===== src/rtl/bist_stim_capture.sv =====
// Self-test driver for one combinational netlist: an LFSR drives the netlist inputs,
// a MISR compacts its outputs, and the signature is compared against a golden value.
module bist_stim_capture #(
    parameter int                IN_W      = 4,
    parameter int                OUT_W     = 7,
    parameter int                MISR_W    = 8,
    parameter logic [IN_W-1:0]   LFSR_SEED = 4'b0001,
    parameter logic [IN_W-1:0]   LFSR_TAPS = 4'b1100,
    parameter logic [MISR_W-1:0] MISR_TAPS = 8'b10111000,
    parameter int                PAT_CNT   = 15
) (
    input  logic              clk,
    input  logic              rst_n,
    input  logic              start,
    input  logic [MISR_W-1:0] golden_sig,
    output logic [IN_W-1:0]   stim,
    input  logic [OUT_W-1:0]  resp,
    output logic              busy,
    output logic              done,
    output logic              pass,
    output logic [MISR_W-1:0] signature
);

    localparam int              CNT_W    = $clog2(PAT_CNT + 1);
    localparam logic [CNT_W-1:0] CNT_LAST = CNT_W'(PAT_CNT - 1);

    generate
        if (LFSR_SEED == '0 || PAT_CNT < 1 || OUT_W > MISR_W) begin : g_bad_params
            $error("bist_stim_capture: LFSR_SEED must be nonzero, PAT_CNT >= 1, OUT_W <= MISR_W");
        end
    endgenerate

    typedef enum logic [1:0] {
        S_IDLE,
        S_RUN,
        S_CMP,
        S_DONE
    } state_e;

    state_e            state_q, state_d;
    logic [IN_W-1:0]   lfsr_q,  lfsr_d;
    logic [MISR_W-1:0] misr_q,  misr_d;
    logic [CNT_W-1:0]  cnt_q,   cnt_d;
    logic              done_q,  done_d;
    logic              pass_q,  pass_d;

    logic [IN_W-1:0]   lfsr_nxt;
    logic [MISR_W-1:0] misr_nxt;

    // The MISR folds in resp for the vector currently on stim, so both shifts happen together.
    assign lfsr_nxt = {lfsr_q[IN_W-2:0], ^(lfsr_q & LFSR_TAPS)};
    assign misr_nxt = {misr_q[MISR_W-2:0], ^(misr_q & MISR_TAPS)} ^ MISR_W'(resp);

    always_comb begin
        // NOTE: every next-state signal is given its hold value first so no path leaves it unassigned (no latches).
        state_d = state_q;
        lfsr_d  = lfsr_q;
        misr_d  = misr_q;
        cnt_d   = cnt_q;
        done_d  = done_q;
        pass_d  = pass_q;
        case (state_q)
            S_IDLE, S_DONE: begin
                if (start) begin
                    state_d = S_RUN;
                    lfsr_d  = LFSR_SEED;
                    misr_d  = '0;
                    cnt_d   = '0;
                    done_d  = 1'b0;
                    pass_d  = 1'b0;
                end
            end
            S_RUN: begin
                lfsr_d = lfsr_nxt;
                misr_d = misr_nxt;
                cnt_d  = cnt_q + CNT_W'(1);
                if (cnt_q == CNT_LAST) begin
                    state_d = S_CMP;
                end
            end
            S_CMP: begin
                pass_d  = (misr_q == golden_sig);
                done_d  = 1'b1;
                state_d = S_DONE;
            end
            default: begin
                state_d = S_IDLE;
            end
        endcase
    end

    always_ff @(posedge clk) begin
        // NOTE: state registers use non-blocking assignments so every flop samples pre-edge values.
        if (!rst_n) begin
            state_q <= S_IDLE;
            lfsr_q  <= LFSR_SEED;
            misr_q  <= '0;
            cnt_q   <= '0;
            done_q  <= 1'b0;
            pass_q  <= 1'b0;
        end else begin
            state_q <= state_d;
            lfsr_q  <= lfsr_d;
            misr_q  <= misr_d;
            cnt_q   <= cnt_d;
            done_q  <= done_d;
            pass_q  <= pass_d;
        end
    end

    // All outputs come straight from registers, so no input reaches an output combinationally.
    assign stim      = lfsr_q;
    assign signature = misr_q;
    assign busy      = (state_q == S_RUN) || (state_q == S_CMP);
    assign done      = done_q;
    assign pass      = pass_q;

endmodule


===== config.mk =====
export PLATFORM = sky130hd
export DESIGN_NAME = bist_stim_capture
export DESIGN_NICKNAME = d
export VERILOG_FILES = /design/src/rtl/bist_stim_capture.sv
export SDC_FILE = /design/constraint.sdc
export NUM_CORES = 1
export LEC_CHECK = 0
export ABC_AREA = 1
export BUFFER_PORTS_ARGS = -buffer_cell sky130_fd_sc_hd__buf_2
export CAP_MARGIN = 20
export CORE_UTILIZATION = 30
export DETAILED_ROUTE_END_ITERATION = 6
export GPL_TIMING_DRIVEN = 0
export MAX_ROUTING_LAYER = met4
export SETUP_SLACK_MARGIN = 0.4
export SLEW_MARGIN = 20
export SYNTH_ARGS = -nofsm -noshare
export SYNTH_HDL_FRONTEND = slang
export SYNTH_SLANG_ARGS = --single-unit

===== constraint.sdc =====
create_clock -name clk -period 1.95 [get_ports clk]
set_input_delay 0.2925 -clock clk [delete_from_list [all_inputs] [get_ports clk]]
set_output_delay 0.2925 -clock clk [all_outputs]
set_load 0.02 [all_outputs]

# After elaboration in Yosys (flattened, before gate mapping)

Index checks and enable logic that the tools add are counted.

$add $sub $neg: 1
Eq/ne operators: 7
Muxes and demuxes: 12
Bitwise gates (word level): 1
Reductions and logical operators: 10

Operators with widths:

| kind                                                | count |
|---|---|
| case mux 4 bit (2 select lines)                     | 2 |
| case mux 8 bit (2 select lines)                     | 1 |
| equality test 8 bit                                 | 1 |
| two-way mux 4 bit                                   | 2 |
| two-way mux 8 bit                                   | 1 |
| XOR reduction 8 bit                                 | 1 |
| bitwise XOR 8 x 7 -> 8 bit                          | 1 |
| case mux 2 bit (3 select lines)                     | 1 |
| AND reduction 2 bit                                 | 3 |
| adder 4 x 1 -> 4 bit, second input constant         | 1 |
| equality test 2 bit, second input constant          | 2 |
| equality test 4 bit, second input constant          | 1 |
| two-way mux 2 bit                                   | 2 |
| inequality test 2 bit, second input constant        | 2 |
| case mux 1 bit (2 select lines)                     | 2 |
| nonzero test 2 bit                                  | 2 |
| XOR reduction 4 bit                                 | 1 |
| equality test 2 x 1 -> 1 bit, second input constant | 1 |
| logical NOT 2 bit                                   | 1 |
| OR reduction 2 bit                                  | 1 |
| logical OR 1 bit                                    | 1 |
| two-way mux 1 bit                                   | 1 |

Register bits after elaboration: 20
Bits of input ports: 18
Output and inout port bits: 15
Word-level logic and storage cells: 37

# Longest topological paths before layout

Gate-level depths: netlist of run 1.

Depth in word-level cells: 4
Depth in mapped cells: 9
Mapped depth without buffers: 8

# Least setup slack after synthesis of run 1

OpenSTA, ideal clock, no wires.

Path kind: flip-flop to flip-flop
Start: register state_q[0]
End: register lfsr_q[0] (netlist: stim[0])
Library setup time: 0.125 ns
Arrival: 1.326 ns
Required time: 1.825 ns
Path slack: 0.499 ns
Stages on the path, launching flop included: 8
Buffers on the path: 1
Period minus slack after synthesis: 1.451 ns
Cells stage by stage: dfxtp_1 > inv_1 > ha_1 > o21ai_2 > inv_2 > buf_6 > nand2_1 > nand3_1

Cells in the longest elaborated chain, start to end: 4
Elaborated cells between the ends (all ways): 8
Those cells by class: 3 x eq/ne; 1 x mux; 4 x reduce/logical

Ends and longest elaborated chain:

| element                                                               | RTL line | text |
|---|---|---|
| start, declared                                                       | 40       | `state_e state_q, state_d;` |
| start signal, assigned                                                | 102      | `state_q <= state_d;` |
| equality test 2 bit or logical NOT 2 bit (tied branches)              | 62       | `case (state_q)` |
| OR reduction 2 bit                                                    | 62       |  |
| inequality test 2 bit (no line) or nonzero test 2 bit (tied branches) | n/a      |  |
| AND reduction 2 bit (no line)                                         | n/a      |  |
| end signal, assigned                                                  | 103      | `lfsr_q <= lfsr_d;` |
| end, declared                                                         | 41       | `logic [IN_W-1:0] lfsr_q, lfsr_d;` |

Several ways; a longest one is shown, not always the timed one.
A chain may end at the register's enable or synchronous reset.

# Worst setup path in the final report of run 1

Start: register state_q[0]
End: output busy

Cells in the longest elaborated chain, start to end: 2
Elaborated cells between the ends (all ways): 3
Those cells by class: 2 x eq/ne; 1 x reduce/logical

Ends and longest elaborated chain:

| element                                                             | RTL line | text |
|---|---|---|
| equality test 2 x 1 -> 1 bit or equality test 2 bit (tied branches) | 114      | `assign busy = (state_q == S_RUN) \|\| (state_q == S_CMP);` |
| logical OR 1 bit (*)                                                | 114      |  |
| end, declared                                                       | 18       | `output logic busy,` |

Mark *: on every way between the ends. The rest lies on a longest branch, timed or not.

==> impl_metrics.tcl, run 1 <==
set metrics [dict create \
    status "complete, no violations" \
    yosys.area.top_type_share_pct 35.5 \
    finalInstanceArea_sq_um 1420 \
    critPathArrivalTime_ns 1.21 \
    power_leakage_nw 0.734 \
    pre_cts_slack_ns 0.334 \
    antenna_found_initial 0 \
    overflow 0 \
    final_cell_count_no_fill 247 \
    synth_top_cell_by_area "dfxtp_1" \
    max_freq_mhz 665 \
    clk_pin_slew_worst_paths_ns 0.07 \
    grt_max_degree 11 \
    clock_latency_ns 0.25 \
    r2r_start "state_q[1]" \
    rows 21 \
    netlist_top_cells_count "nand2_1 (55), inv_1 (25), dfxtp_1 (20)" \
    hold_depth 2 \
    avgViaCountPerCell 4.35 \
    yosysMostFrequentCell "nand2_1" \
    drc 0 \
    track_usage_pct 13.0 \
    r2r_end "signature[1]" \
    syn_inst 165 \
    fin_nets 226 \
    cp_data_required_time_ns 1.66 \
    r2r_setup_slack_ns 0.52 \
    portBuffers 32 \
    gp_congestion 0.720 \
    worstMarginPinSlew_ns 0.474 \
    synth_edf_count 0 \
    period_minus_slack_ns 1.50 \
    critPathKind "flop to output port" \
    placeableCoreArea_sq_um 3470 \
    ys_top_cells_by_area "dfxtp_1 (36%), nand2_1 (18%), xor2_1 (8.5%)" \
    first_global_vias 895 \
    post_drt_wl_per_cell_um 9.76 \
    syn_area_sq_um 1130 \
    total_power_mw 1.71 \
    dp.cells 243 \
    synth_seq_cells 20 \
    placed_cell_area_sq_um 1350 \
    drt_iter0_markers 50 \
    setup_violations 0 \
    cts.sinks 20 \
    hold_end "stim[0]" \
    ys_async_sr_fraction_pct 0 \
    path_cells "inv_1, ha_4, inv_1, buf_2" \
    syn2layout_area_growth_pct 25.7 \
    rsz0062_at_grt "false" \
    cts-htree-levels 1 \
    maxCapViolCount 0 \
    hold_class "input port to flop" \
    dp_hpwl_mm 1.86 \
    die_h_um 63.3 \
    max_slew_margin_pct 68.4 \
    reg2regPathDepth 8 \
    synth_cell_types 22 \
    firstDrtPassIters 4 \
    finalWorstSetupSlack_ns 0.446 \
    wirelength_mm 2.41 \
    antenna_cells 0 \
    via_count 1075 \
    fill_cells 393 \
    ios 33 \
    p_per_area_nw_per_um2 1210 \
    start_util_pct 32.5 \
    grt_pass1_wl_mm 4.08 \
    whs_ns 0.280 \
    worst_path_max_delay_cell "dfxtp_2" \
    drv_slew 0 \
    seq_area_frac_synth_pct 35.5 \
    cts_max_path_buffers 2 \
    holdCritStartpoint "rst_n" \
    finalHoldViolCount 0 \
    ir_drop_mv 0.372 \
    dieArea_sq_um 4010 \
    post-route-period-util_pct 77.1 \
    critPathCaptureType "output port" \
    numCtsBuffers 3 \
    cts_tree "built" \
    avgSynthCellArea_sq_um 6.83 \
    syn_nets 188 \
    die-width_um 63.3 \
    synthFlopType "dfxtp_1" \
    holdBufCountCts 0 \
    cts_root_buf "clkbuf_8" \
    yosys_warnings 0 \
    skew_ns 0.00109 \
    startpoint_type "flop" \
    drive_gt1_share_pct 23.9 \
    detail-route-antenna-nets 0 \
    cpMostUsedCell "inv_1" \
    tns_ns 0 \
    final_util_pct 40.9 \
    cp_max_fo 6 \
    slowest_delay_ns 0.34 \
]
[logic make-up (layout without fill, tap and decap cells)]
| kind of cell | Yosys count | count (layout) | share of synthesized area (%) |
|---|---|---|---|
| AND/OR/NAND/NOR | 71 | 71 | 25.9 |
| flip-flops | 20 | 20 | 35.5 |
| XOR/XNOR | 13 | 13 | 10.1 |
| buffers and inverters | 31 | 67 | 11.3 |
| AO/OA/AOI/OAI | 25 | 25 | 11.7 |
| adder cells (fa/ha/maj) | 5 | 5 | 5.55 |
[cell usage in the layout, fill, tap and decap left out]
cell      instances
nand3_1           5
o21ai_4           1
clkbuf_4          1
inv_2             1
clkbuf_1          1
a21oi_1          19
nand2_1          55
o21ai_0           4
clkbuf_8          3
or2_2             1
nor2_1            6
and3_2            1
o211ai_1          1
inv_1            25
xor2_1           11
nor3_1            1
ha_4              1
clkbuf_2          2
dfxtp_1          19
ha_1              4
dfxtp_2           1
nand4_2           1
buf_2            32
buf_6             1
xnor2_1           2
nand2_2           1
buf_4             1
[power by group]
part	total, mW	leakage (nW)	switching (mW)	internal [mW]
Clock	0.266	0.0216	0.129	0.137
Sequential	0.586	0.163	0.0894	0.497
Combinational	0.862	0.549	0.528	0.334
[critical path, delay by kind of cell, from the launching register on]
family | cells | cell delay (ns)
adders and majority gates | 1 | 0.32
buffers and inverters | 3 | 0.30
DFF | 1 | 0.34
[timing repair]
item,in CTS,in global routing
resized for setup,2,3
buffers inserted,0,1
pin swaps,0,1
setup endpoints to repair,13,12
[flip-flops by register name, summed over array words and instances, names as in the netlist]
signal and flops:
cnt_q 4, done 1, pass 1, signature 8, state_q 2, stim 4
[cell type report]
type                       count  area (sq um)  share of cell area [%]
buffer                         5          32.5                    2.29
timing repair buffer          33           168                    11.8
tap                           46          57.6                    4.06
inverter                      26          97.6                    6.88
clock buffer                   3          41.3                    2.91
sequential                    20           402                    28.3
multi-input combinational    114           619                    43.7
[how the worst max path moves through the flow]
stage	startpoint	to	slack, ns	cells past startpoint
floorplan	state_q[0]	stim[0]	0.50	7
finish	state_q[0]	busy	0.45	4
CTS	state_q[0]	busy	0.42	4
global placement	state_q[0]	signature[5]	0.33	7
detailed placement	state_q[0]	signature[1]	0.33	7
global route	state_q[0]	busy	0.39	4
[metal layers]
| metal | share of wire, % | track usage (%) | vias to the layer above |
|---|---|---|---|
| met5 | 0 | - | - |
| met4 | 1.7 | 5.11 | 0 |
| met3 | 5.2 | 2.36 | 5 |
| met2 | 41 | 18.1 | 28 |
| met1 | 52 | 18.3 | 461 |
| li1 | - | - | 581 |
No activity file was read; power rests on OpenSTA's default activity.
==> inputs of run 2 (changes only) <==
clock period = 1.5 ns   (was 1.95 ns; I/O delays follow)
==> run 2 against run 1 <==
Final area up 14%. Combinational power up 88%. Die area unchanged. Worst hold slack worse by 0.080 ns. Via count up 3.3%. Flip-flop and latch count unchanged. First-iteration DRC count down 54%.
==> impl_metrics.tcl, run 2 (synthesis results as in run 1) <==
set metrics [dict create \
    cts_tree "built" \
    slowest_delay_ns 0.37 \
    dp.cells 243 \
    fill_cells 375 \
    syn2layout_area_growth_pct 43.7 \
    post-route-period-util_pct 92.3 \
    drt_iter0_markers 23 \
    final_cell_count_no_fill 257 \
    rsz0062_at_grt "true" \
    final_common_cell "nand2_1" \
    clk_pin_slew_worst_paths_ns 0.08 \
    critPathBufInv 3 \
    finalHoldViolCount 0 \
    worstMarginPinSlew_ns 0.570 \
    ios 33 \
    die_h_um 63.3 \
    die-width_um 63.3 \
    path_cells "inv_4, ha_4, inv_2, buf_6" \
    p_int_mw 1.60 \
    cts_max_path_buffers 2 \
    r2r_end "signature[4]" \
    antenna_cells 0 \
    total_power_mw 2.78 \
    hold_class "input port to flop" \
    critPathKind "flop to output port" \
    cts-htree-levels 1 \
    cpLargestDelayFamily "flip-flops" \
    firstDrtPassIters 4 \
    ir_drop_mv 0.555 \
    startpoint_type "flop" \
    p_per_area_nw_per_um2 1710 \
    cp_data_required_time_ns 1.27 \
    skew_ns 0.00561 \
    p_sw_share_pct 42.4 \
    p_sw_mw 1.18 \
    drv_slew 0 \
    period_minus_slack_ns 1.39 \
    rows 21 \
    antenna_found_initial 0 \
    drc 0 \
    cp.depth 4 \
    hold_depth 2 \
    start_util_pct 32.5 \
    track_usage_pct 14.8 \
    gp_congestion 0.734 \
    placeableCoreArea_sq_um 3470 \
    grt_max_degree 11 \
    dieArea_sq_um 4010 \
    first_global_vias 1026 \
    cp_max_fo 6 \
    wirelength_mm 2.71 \
    numCtsBuffers 3 \
    seq_power_share_pct 29.0 \
    maxCapViolCount 0 \
    final_cell_mix "nand2_1 (40), buf_2 (31), inv_1 (20), nand2_2 (14), a21oi_1 (12)" \
    clock_latency_ns 0.26 \
    critPathArrivalTime_ns 1.16 \
    multi_input_area_sq_um 711 \
    fin_nets 236 \
    pwr-share-comb_pct 58.3 \
    whs_ns 0.200 \
    cts.sinks 20 \
    max_freq_mhz 722 \
    setup_violations 0 \
    grt_pass1_wl_mm 4.50 \
    reg2regPathDepth 8 \
    portBuffers 32 \
    largest_reg_flops 8 \
    holdCritStartpoint "rst_n" \
    drive_gt1_share_pct 46.4 \
    via_count 1110 \
    critPathCaptureType "output port" \
    post_drt_wl_per_cell_um 10.5 \
    power_leakage_nw 0.808 \
    detail-route-antenna-nets 0 \
    cts_root_buf "clkbuf_8" \
    regArea_sq_um 418 \
    avgViaCountPerCell 4.32 \
    r2r_setup_slack_ns 0.13 \
    worst_path_max_delay_cell "dfxtp_4" \
    status "complete, no violations" \
    pwr-share-clk_pct 12.7 \
    tns_ns 0 \
    dp_hpwl_mm 1.90 \
    overflow 0 \
    r2r_start "state_q[0]" \
    max_slew_margin_pct 62.0 \
    hold_end "stim[0]" \
]
## run 2: cell count changes in the layout (fill, tap and decap cells not counted), sizes merged
cell	delta
buf	+11
clkbuf	-1
## run 2: worst max-delay path by stage
stage | endpoint | slack [ns] | startpoint
final | busy | 0.11 | state_q[0]
after global routing | busy | 0.07 | state_q[0]
after CTS | busy | 0.12 | state_q[0]
after detailed placement | signature[2] | 0.12 | state_q[1]
after global placement | signature[3] | 0.12 | state_q[0]
after floorplan | stim[0] | 0.24 | state_q[0]
## run 2: power by group through the flow
stage          Sequential [mW]  Combinational, mW  Clock, mW
2_1_floorplan            0.852              0.784          0
3_3_place_gp             0.783               1.13          0
3_5_place_dp             0.782               1.14          0
4_1_cts                  0.778               1.45      0.358
5_1_grt                  0.823               1.77      0.388
6_report                 0.804               1.62      0.354
## run 2: repair_timing
| action | CTS | global route |
|---|---|---|
| cloned | 2 | 0 |
| setup buffers | 5 | 4 |
| pin swaps | 4 | 5 |
| hold endpoints to repair | 0 | 0 |
| setup endpoints to repair | 24 | 26 |
| gates resized for setup | 26 | 19 |
| hold buffers | 0 | 0 |
## run 2: routing by layer
layer  track usage, %  vias up  routed length (um)
li1                 -      600                   -
met1             18.5      487                1370
met2             23.5       19                1210
met3             1.99        4                  83
met4             6.82        0                  43
met5                -        -                   0
## run 2: area by class of cell
class                      count  area share (%)
multi-input combinational    114            43.9
inverter                      26            6.18
timing repair buffer          43            15.8
clock buffer                   3            2.55
buffer                         5            2.24
sequential                    20            25.8
tap                           46            3.55
## run 2: stage by stage
step	cell area [sq um]	worst slack [ns]	utilization [%]
3_3_place_gp	1380	0.124	39.9
5_1_grt	1620	0.0665	46.7
2_1_floorplan	1170	0.242	-
4_1_cts	1540	0.118	44.3
3_5_place_dp	1380	0.123	39.9
6_report	1620	0.115	46.7
